### src/rtl/alu_share_arbiter.sv
// alu_share_arbiter: round-robin sharing of one 32-bit ALU between two requesters,
// holding operands stable and stretching mul over MUL_LATENCY exec cycles.
module alu_share_arbiter #(
  parameter int MUL_LATENCY = 2
) (
  input  logic        clk_i,
  input  logic        rst_i,
  input  logic        req0_valid_i,
  output logic        req0_ready_o,
  input  logic [2:0]  req0_op_i,
  input  logic [31:0] req0_a_i,
  input  logic [31:0] req0_b_i,
  input  logic        req1_valid_i,
  output logic        req1_ready_o,
  input  logic [2:0]  req1_op_i,
  input  logic [31:0] req1_a_i,
  input  logic [31:0] req1_b_i,
  output logic        rsp_valid_o,
  input  logic        rsp_ready_i,
  output logic        rsp_id_o,
  output logic [31:0] rsp_data_o,
  output logic        rsp_zero_o,
  output logic        busy_o,
  output logic [31:0] alu_data1_o,
  output logic [31:0] alu_data2_o,
  output logic [2:0]  alu_ctrl_o,
  input  logic [31:0] alu_data_i
);
  typedef enum logic [1:0] {IDLE, EXEC, RESP} state_t;
  state_t r_state, w_next;
  logic        r_ptr, r_id, r_rsp_zero;
  logic [2:0]  r_op;
  logic [31:0] r_a, r_b, r_rsp_data;
  logic [3:0]  r_cnt;
  logic        w_gnt, w_gnt_id, w_last;
  logic [2:0]  w_op;
  logic [31:0] w_a, w_b_raw, w_b;
  assign w_gnt    = (r_state == IDLE) && (req0_valid_i || req1_valid_i);
  assign w_gnt_id = (req0_valid_i && req1_valid_i) ? r_ptr : req1_valid_i;
  assign w_op     = w_gnt_id ? req1_op_i : req0_op_i;
  assign w_a      = w_gnt_id ? req1_a_i : req0_a_i;
  assign w_b_raw  = w_gnt_id ? req1_b_i : req0_b_i;
  // shift ops only see the 5-bit shift amount
  assign w_b      = (w_op == 3'b010 || w_op == 3'b110) ? {27'b0, w_b_raw[4:0]} : w_b_raw;
  assign w_last   = (r_state == EXEC) && (r_cnt == 4'd0);
  always_comb begin
    w_next = r_state;
    if (w_gnt) w_next = EXEC;
    else if (w_last) w_next = RESP;
    else if (r_state == RESP && rsp_ready_i) w_next = IDLE;
  end
  always_ff @(posedge clk_i or posedge rst_i) begin
    if (rst_i) begin
      r_state    <= IDLE;
      r_ptr      <= 1'b0;
      r_id       <= 1'b0;
      r_op       <= 3'b0;
      r_a        <= 32'b0;
      r_b        <= 32'b0;
      r_cnt      <= 4'b0;
      r_rsp_data <= 32'b0;
      r_rsp_zero <= 1'b0;
    end else begin
      r_state <= w_next;
      if (w_gnt) begin
        r_id  <= w_gnt_id;
        r_op  <= w_op;
        r_a   <= w_a;
        r_b   <= w_b;
        r_ptr <= ~w_gnt_id;
        r_cnt <= (w_op == 3'b000) ? 4'(MUL_LATENCY - 1) : 4'd0;
      end else if (r_state == EXEC && r_cnt != 4'd0) begin
        r_cnt <= r_cnt - 4'd1;
      end
      if (w_last) begin
        r_rsp_data <= alu_data_i;
        r_rsp_zero <= (alu_data_i == 32'b0);
      end
    end
  end
  assign req0_ready_o = w_gnt && !w_gnt_id;
  assign req1_ready_o = w_gnt && w_gnt_id;
  assign rsp_valid_o  = (r_state == RESP);
  assign rsp_id_o     = r_id;
  assign rsp_data_o   = r_rsp_data;
  assign rsp_zero_o   = r_rsp_zero;
  assign busy_o       = (r_state != IDLE);
  assign alu_data1_o  = r_a;
  assign alu_data2_o  = r_b;
  assign alu_ctrl_o   = r_op;
endmodule

### config.mk
export PLATFORM = sky130hd
export DESIGN_NAME = alu_share_arbiter
export DESIGN_NICKNAME = d
export VERILOG_FILES = /design/src/rtl/alu_share_arbiter.sv
export SDC_FILE = /design/constraint.sdc
export NUM_CORES = 1
export LEC_CHECK = 0
export CAP_MARGIN = 15
export CORE_MARGIN = 4
export CORE_UTILIZATION = 39
export CTS_BUF_LIST = sky130_fd_sc_hd__clkbuf_4
export CTS_CLUSTER_SIZE = 25
export DETAILED_ROUTE_END_ITERATION = 12
export MAX_ROUTING_LAYER = met4
export PLACE_DENSITY_LB_ADDON = 0.12
export SETUP_SLACK_MARGIN = 0.4
export SYNTH_ARGS = -nofsm -noshare
export SYNTH_HDL_FRONTEND = slang
export SYNTH_SLANG_ARGS = --single-unit
### constraint.sdc
create_clock -name clk_i -period 4.7 [get_ports clk_i]
set_input_delay 0.705 -clock clk_i [delete_from_list [all_inputs] [get_ports clk_i]]
set_output_delay 0.705 -clock clk_i [all_outputs]
set_load 0.05 [all_outputs]
### After elaboration in Yosys (flattened, before gate mapping)

Index checks and enable logic that the tools add are counted.

| word-level totals | value |
|---|---|
| flip-flop bits (word level) | 108 |
| bits in latches | 0 |
| bits in writable memories | 0 |
| bits in read-only memories | 0 |
| input port bits | 171 |
| output and inout bits | 105 |
| logic and storage cells | 44 |
| memories kept | 0 |

| operators by class | value |
|---|---|
| $add $sub $neg | 1 |
| multipliers | 0 |
| divide/modulo/power cells | 0 |
| $lt $le $gt $ge | 0 |
| equality and inequality tests | 4 |
| shifts and indexed selects | 0 |
| muxes and demuxes | 11 |
| bitwise logic cells | 1 |
| reduce and logical (&&, ||, !) cells | 18 |

Operators by type and width:

| cell | count |
|---|---|
| two-way mux 32 bit | 3 |
| zero test 32 bit | 1 |
| two-way mux 4 bit | 2 |
| logical AND 1 bit | 7 |
| two-way mux 2 bit | 3 |
| zero test 4 bit | 1 |
| nonzero test 2 bit | 2 |
| nonzero test 4 bit | 1 |
| subtractor 4 x 1 -> 4 bit, second input constant | 1 |
| == test 3 x 2 -> 1 bit, second input constant | 1 |
| == test 3 bit, second input constant | 1 |
| zero test 3 bit | 1 |
| two-way mux 3 bit | 1 |
| nonzero test 3 bit | 1 |
| == test 2 x 1 -> 1 bit, second input constant | 1 |
| == test 2 bit, second input constant | 1 |
| zero test 2 bit | 1 |
| logical OR 1 bit | 2 |
| two-way mux 1 bit | 2 |
| zero test 1 bit | 1 |
| NOT 1 bit | 1 |

### Logic depth before layout (Yosys ltp)

| depth | value |
|---|---|
| word-level depth | 6 |
| depth in mapped cells | 7 |
| gate-level depth less buffers | 6 |

### Worst setup path after synthesis

OpenSTA, ideal clock, no wires.

| timing path | value |
|---|---|
| path type | input -> output |
| start point | input port req1_valid_i |
| end point | output port req0_ready_o |
| data arrival time | 1.837 ns |
| data required time | 3.995 ns |
| slack | 2.158 ns |
| stages on the path | 4 |
| buffers on the path | 2 |
| cells stage by stage | o21ai_1 -> buf_2 -> buf_1 -> nor2_1 |

| between the ends | value |
|---|---|
| longest elaborated chain between the ends | 4 |
| elaborated cells between the ends (all ways) | 6 |
| classes of those cells | mux (1); reduce/logical (5) |

RTL lines:

| what | RTL line | text |
|---|---|---|
| start, declared | 13 | `input logic req1_valid_i,` |
| logical AND 1 bit | 39 | `assign w_gnt_id = (req0_valid_i && req1_valid_i) ? r_ptr : req1_valid_i;` |
| two-way mux 1 bit | 39 |  |
| zero test 1 bit | 81 | `assign req0_ready_o = w_gnt && !w_gnt_id;` |
| logical AND 1 bit * | 81 |  |
| end, declared | 9 | `output logic req0_ready_o,` |

Mark *: on every way between the ends. The rest lies on a longest branch, timed or not.

### Worst setup path after layout

| timing path | value |
|---|---|
| start point | input port req1_valid_i |
| end point | output port req1_ready_o |

| between the ends | value |
|---|---|
| longest elaborated chain between the ends | 3 |
| elaborated cells between the ends (all ways) | 5 |
| classes of those cells | mux (1); reduce/logical (4) |

RTL lines:

| what | RTL line | text |
|---|---|---|
| logical AND 1 bit / logical OR 1 bit (equally long branches) | 39, 38 |  |
| two-way mux 1 bit / logical AND 1 bit (equally long branches) | 39, 38 |  |
| logical AND 1 bit * | 82 | `assign req1_ready_o = w_gnt && w_gnt_id;` |
| end, declared | 14 | `output logic req1_ready_o,` |

Marked as above.

==> implementation parameters <==
Parameter                              Value

Outcome
  Run status    completed

Yosys
  Synthesized net count    560
  Async set or reset register ratio after synthesis    100.0%
  Number of instances in the synthesized netlist    388
  Fraction of synthesized cell area taken by the top area cell type    57.14%
  Post-synthesis instance area    approximately 4700 um2
  Dominant synthesized flop cell    sky130_fd_sc_hd__dfrtp_1
  Cell type with the highest aggregate area in the netlist    sky130_fd_sc_hd__dfrtp_1
  Proportion of synthesized chip area in sequential cells    57.14%
  Unique cell type count in the Yosys netlist    36
  Top post-synthesis cells by area    sky130_fd_sc_hd__dfrtp_1, sky130_fd_sc_hd__a221o_1, sky130_fd_sc_hd__mux2_2, sky130_fd_sc_hd__mux2i_1, sky130_fd_sc_hd__and3_1
  Count of flip-flops with a built-in enable after synthesis    0
  Synthesis-stage register bit count    about 110
  Mean instance size in the synthesized netlist    around 12 um2
  Warnings, synthesis    0

Critical path
  Worst setup SP type    input port
  Start of the worst register-to-register path    r_cnt[0]
  Critical Path Sink    req1_ready_o
  Critical path class    in -> out
  Biggest fanout along the worst timing path    28
  Critical R2R Capture    rsp_data_o[6]
  Arrival time worst endpoint    around 2700 ps
  CP startpoint    req1_valid_i
  Data required time of the worst path    3990 ps
  Nature of the critical path endpoint    primary output
  Slack of the worst reg-to-reg path    about 2700 ps
  Number of cells on the worst reg-to-reg path    5

Die
  Core area    11660 um2
  Starting density of the core    40.55%
  Number of top-level design ports    276
  Die width    between 100 and 150 um
  Die height    118.1 um
  Standard-cell row count    39
  Die outline area    13950 um2

Layout
  Most frequent cells in the layout    sky130_fd_sc_hd__clkdlybuf4s50_1, sky130_fd_sc_hd__dfrtp_1, sky130_fd_sc_hd__and3_1, sky130_fd_sc_hd__a221o_1, sky130_fd_sc_hd__nand2_1
  Utilization after layout    66.66%
  Total inserted antenna cells    0
  Most common cell after layout, fill and taps aside    sky130_fd_sc_hd__clkdlybuf4s50_1
  Fraction of final layout cells with drive strength greater than 1    a little under a tenth
  Layout overhead on the synthesized area    64.37%
  Post-layout net count    824

Pwr
  Static power due to leakage    0.003510 uW
  Pwr per Cell Area    231.2 nW/um2
  VDD IR-drop max    160.5 uV

Worst hold path
  Worst hold path type    reg -> reg

Job
  Reported max-cap violation count    0

CTS
  CTS tree    yes
  Clock H-tree levels    3
  CTS Buf Count    9
  Clock insertion delay at the later pin of the skew report    450 ps
  Hold-fix buffers, CTS    0
  # Post-CTS Setup Buffers    0
  Number of clock sinks    108
  Count of instances resized after the clock tree is built    0
  CTS root buffer    sky130_fd_sc_hd__clkbuf_4
  Clock-pin slew of the registers on the worst-case setup and hold paths    about 160 ps
  Maximum number of buffers from clock root to sink    2

Route
  Sum of routed wire length over all layers    15.07 mm
  Post-route DRC    0
  Detailed-route wire length per cell    18.84 um
  Starting DRT DRC Count    221
  Total via count after detailed routing    between 4000 and 5000
  Antenna Violating Nets Remaining    0
  Iteration count of the initial detailed-routing pass    4
  Via density    5.189

Global routing
  Grt ovf    0
  Pin count of the biggest net entering global routing    just over 80
  First-pass GRT wire length    approximately 23 mm
  Vias in the first global route    4554
  Number of antenna violations at the first check in global routing    0
  Combined global-route utilization of all metal layers    21.58%

Timing
  Final number of max-transition violations    0
  Worst Tran Pin Value    1009 ps
  Total negative slack for setup checks    0 ps
  Worst Skew    26.39 ps
  Tightest slew margin relative to the limit    between 30% and 40%
  Count of endpoints failing hold in the final timing report    0
  Part of the cycle the worst path needs    between 70% and 80%
  Unrepaired setup endpoints after global routing    no
  Setup Viol. Count Final    0
  Max Clock Freq    0.2961 GHz
  Slack of the critical path    ~1300 ps
  Min Clock Period, post-route    3378 ps

Placed design
  Final estimated routing congestion in global placement    0.8730
  Post-detail-place hpwl    about 11 mm
  Count of buffers inserted at the top-level ports    275
  Pre-CTS setup slack    1309 ps
## sequential cells by signal (all words and copies together) (netlist names)
signal	flops
r_state	2
r_ptr	1
alu_data2_o	32
rsp_id_o	1
alu_data1_o	32
rsp_zero_o	1
r_cnt	4
rsp_data_o	32
alu_ctrl_o	3
## cell usage after synthesis (all sizes together) (2+ instances only)
cell    count
nand2      37
nor3        3
a21oi       2
buf        17
a221o      37
mux2i      32
nor2b       2
o21ai      32
inv         6
nand4       2
nor2        7
xnor2       2
clkbuf     11
nor4        8
mux2       32
dfrtp     108
and3       37
## power by group
group / switching [uW] / total (uW) / internal (uW)
registers: 7.02 / 951 / 944
clock network: 327 / 551 / 224
logic: 125 / 296 / 171
total: 458 / 1800 / 1340
## layer usage
metal | global-route usage (%) | wire, um
met1 | 25.17 | 6098
met2 | 35.69 | 7432
met3 | 5.574 | 1057
met4 | 8.571 | 482
met5 | - | 0
## cell families (layout without fill, tap and decap cells)
family | after synthesis | count (layout) | synth area share, %
adder cells (fa/ha/maj) | 1 | 1 | 0.2645
flip-flops | 108 | 108 | 57.14
multiplexers | 64 | 64 | 14.39
AO/OA/AOI/OAI | 75 | 75 | 12.46
XOR/XNOR | 3 | 3 | 0.5557
AND/OR/NAND/NOR | 103 | 103 | 11.67
buffers and inverters | 34 | 303 | 3.519
## layout make-up
type	instances	area, um2
multi-input combinational	246	1877
tap	143	178.9
clock buffer	9	67.56
fill	919	3889
clock inverter	7	105.1
timing repair buffer	281	2818
inverter	6	25.02
sequential	108	2703
## how the worst min path moves through the flow
| stage | endpoint | slack, ps | cells past startpoint | from |
|---|---|---|---|---|
| 2_1_floorplan | r_ptr | 460 | 2 | r_ptr |
| 6_report | rsp_id_o | 500 | 1 | rsp_id_o |
| 3_5_place_dp | rsp_id_o | 470 | 1 | rsp_id_o |
| 4_1_cts | rsp_id_o | 500 | 1 | rsp_id_o |
| 3_3_place_gp | alu_data2_o[26] | 460 | 2 | alu_data2_o[26] |
| 5_1_grt | rsp_id_o | 530 | 1 | rsp_id_o |
## through the flow
stage | power [uW] | cells | hold slack, ps | instance area [um2]
floorplan | 1074 | 388 | 457.4 | 4730
global placement | 1261 | 783 | 461.0 | 7574
detailed placement | 1266 | 783 | 465.1 | 7574
CTS | 1819 | 799 | 501.3 | 7746
global route | 1874 | 800 | 526.9 | 7774
finish | 1798 | 800 | 496.3 | 7774
## worst max-delay path: stages
cell and delay [ps]:
sky130_fd_sc_hd__clkdlybuf4s50_1 630, sky130_fd_sc_hd__o21ai_4 100, sky130_fd_sc_hd__buf_4 230, sky130_fd_sc_hd__nor2_2 160, sky130_fd_sc_hd__clkdlybuf4s50_1 840
No activity file was read; power rests on OpenSTA's default activity.
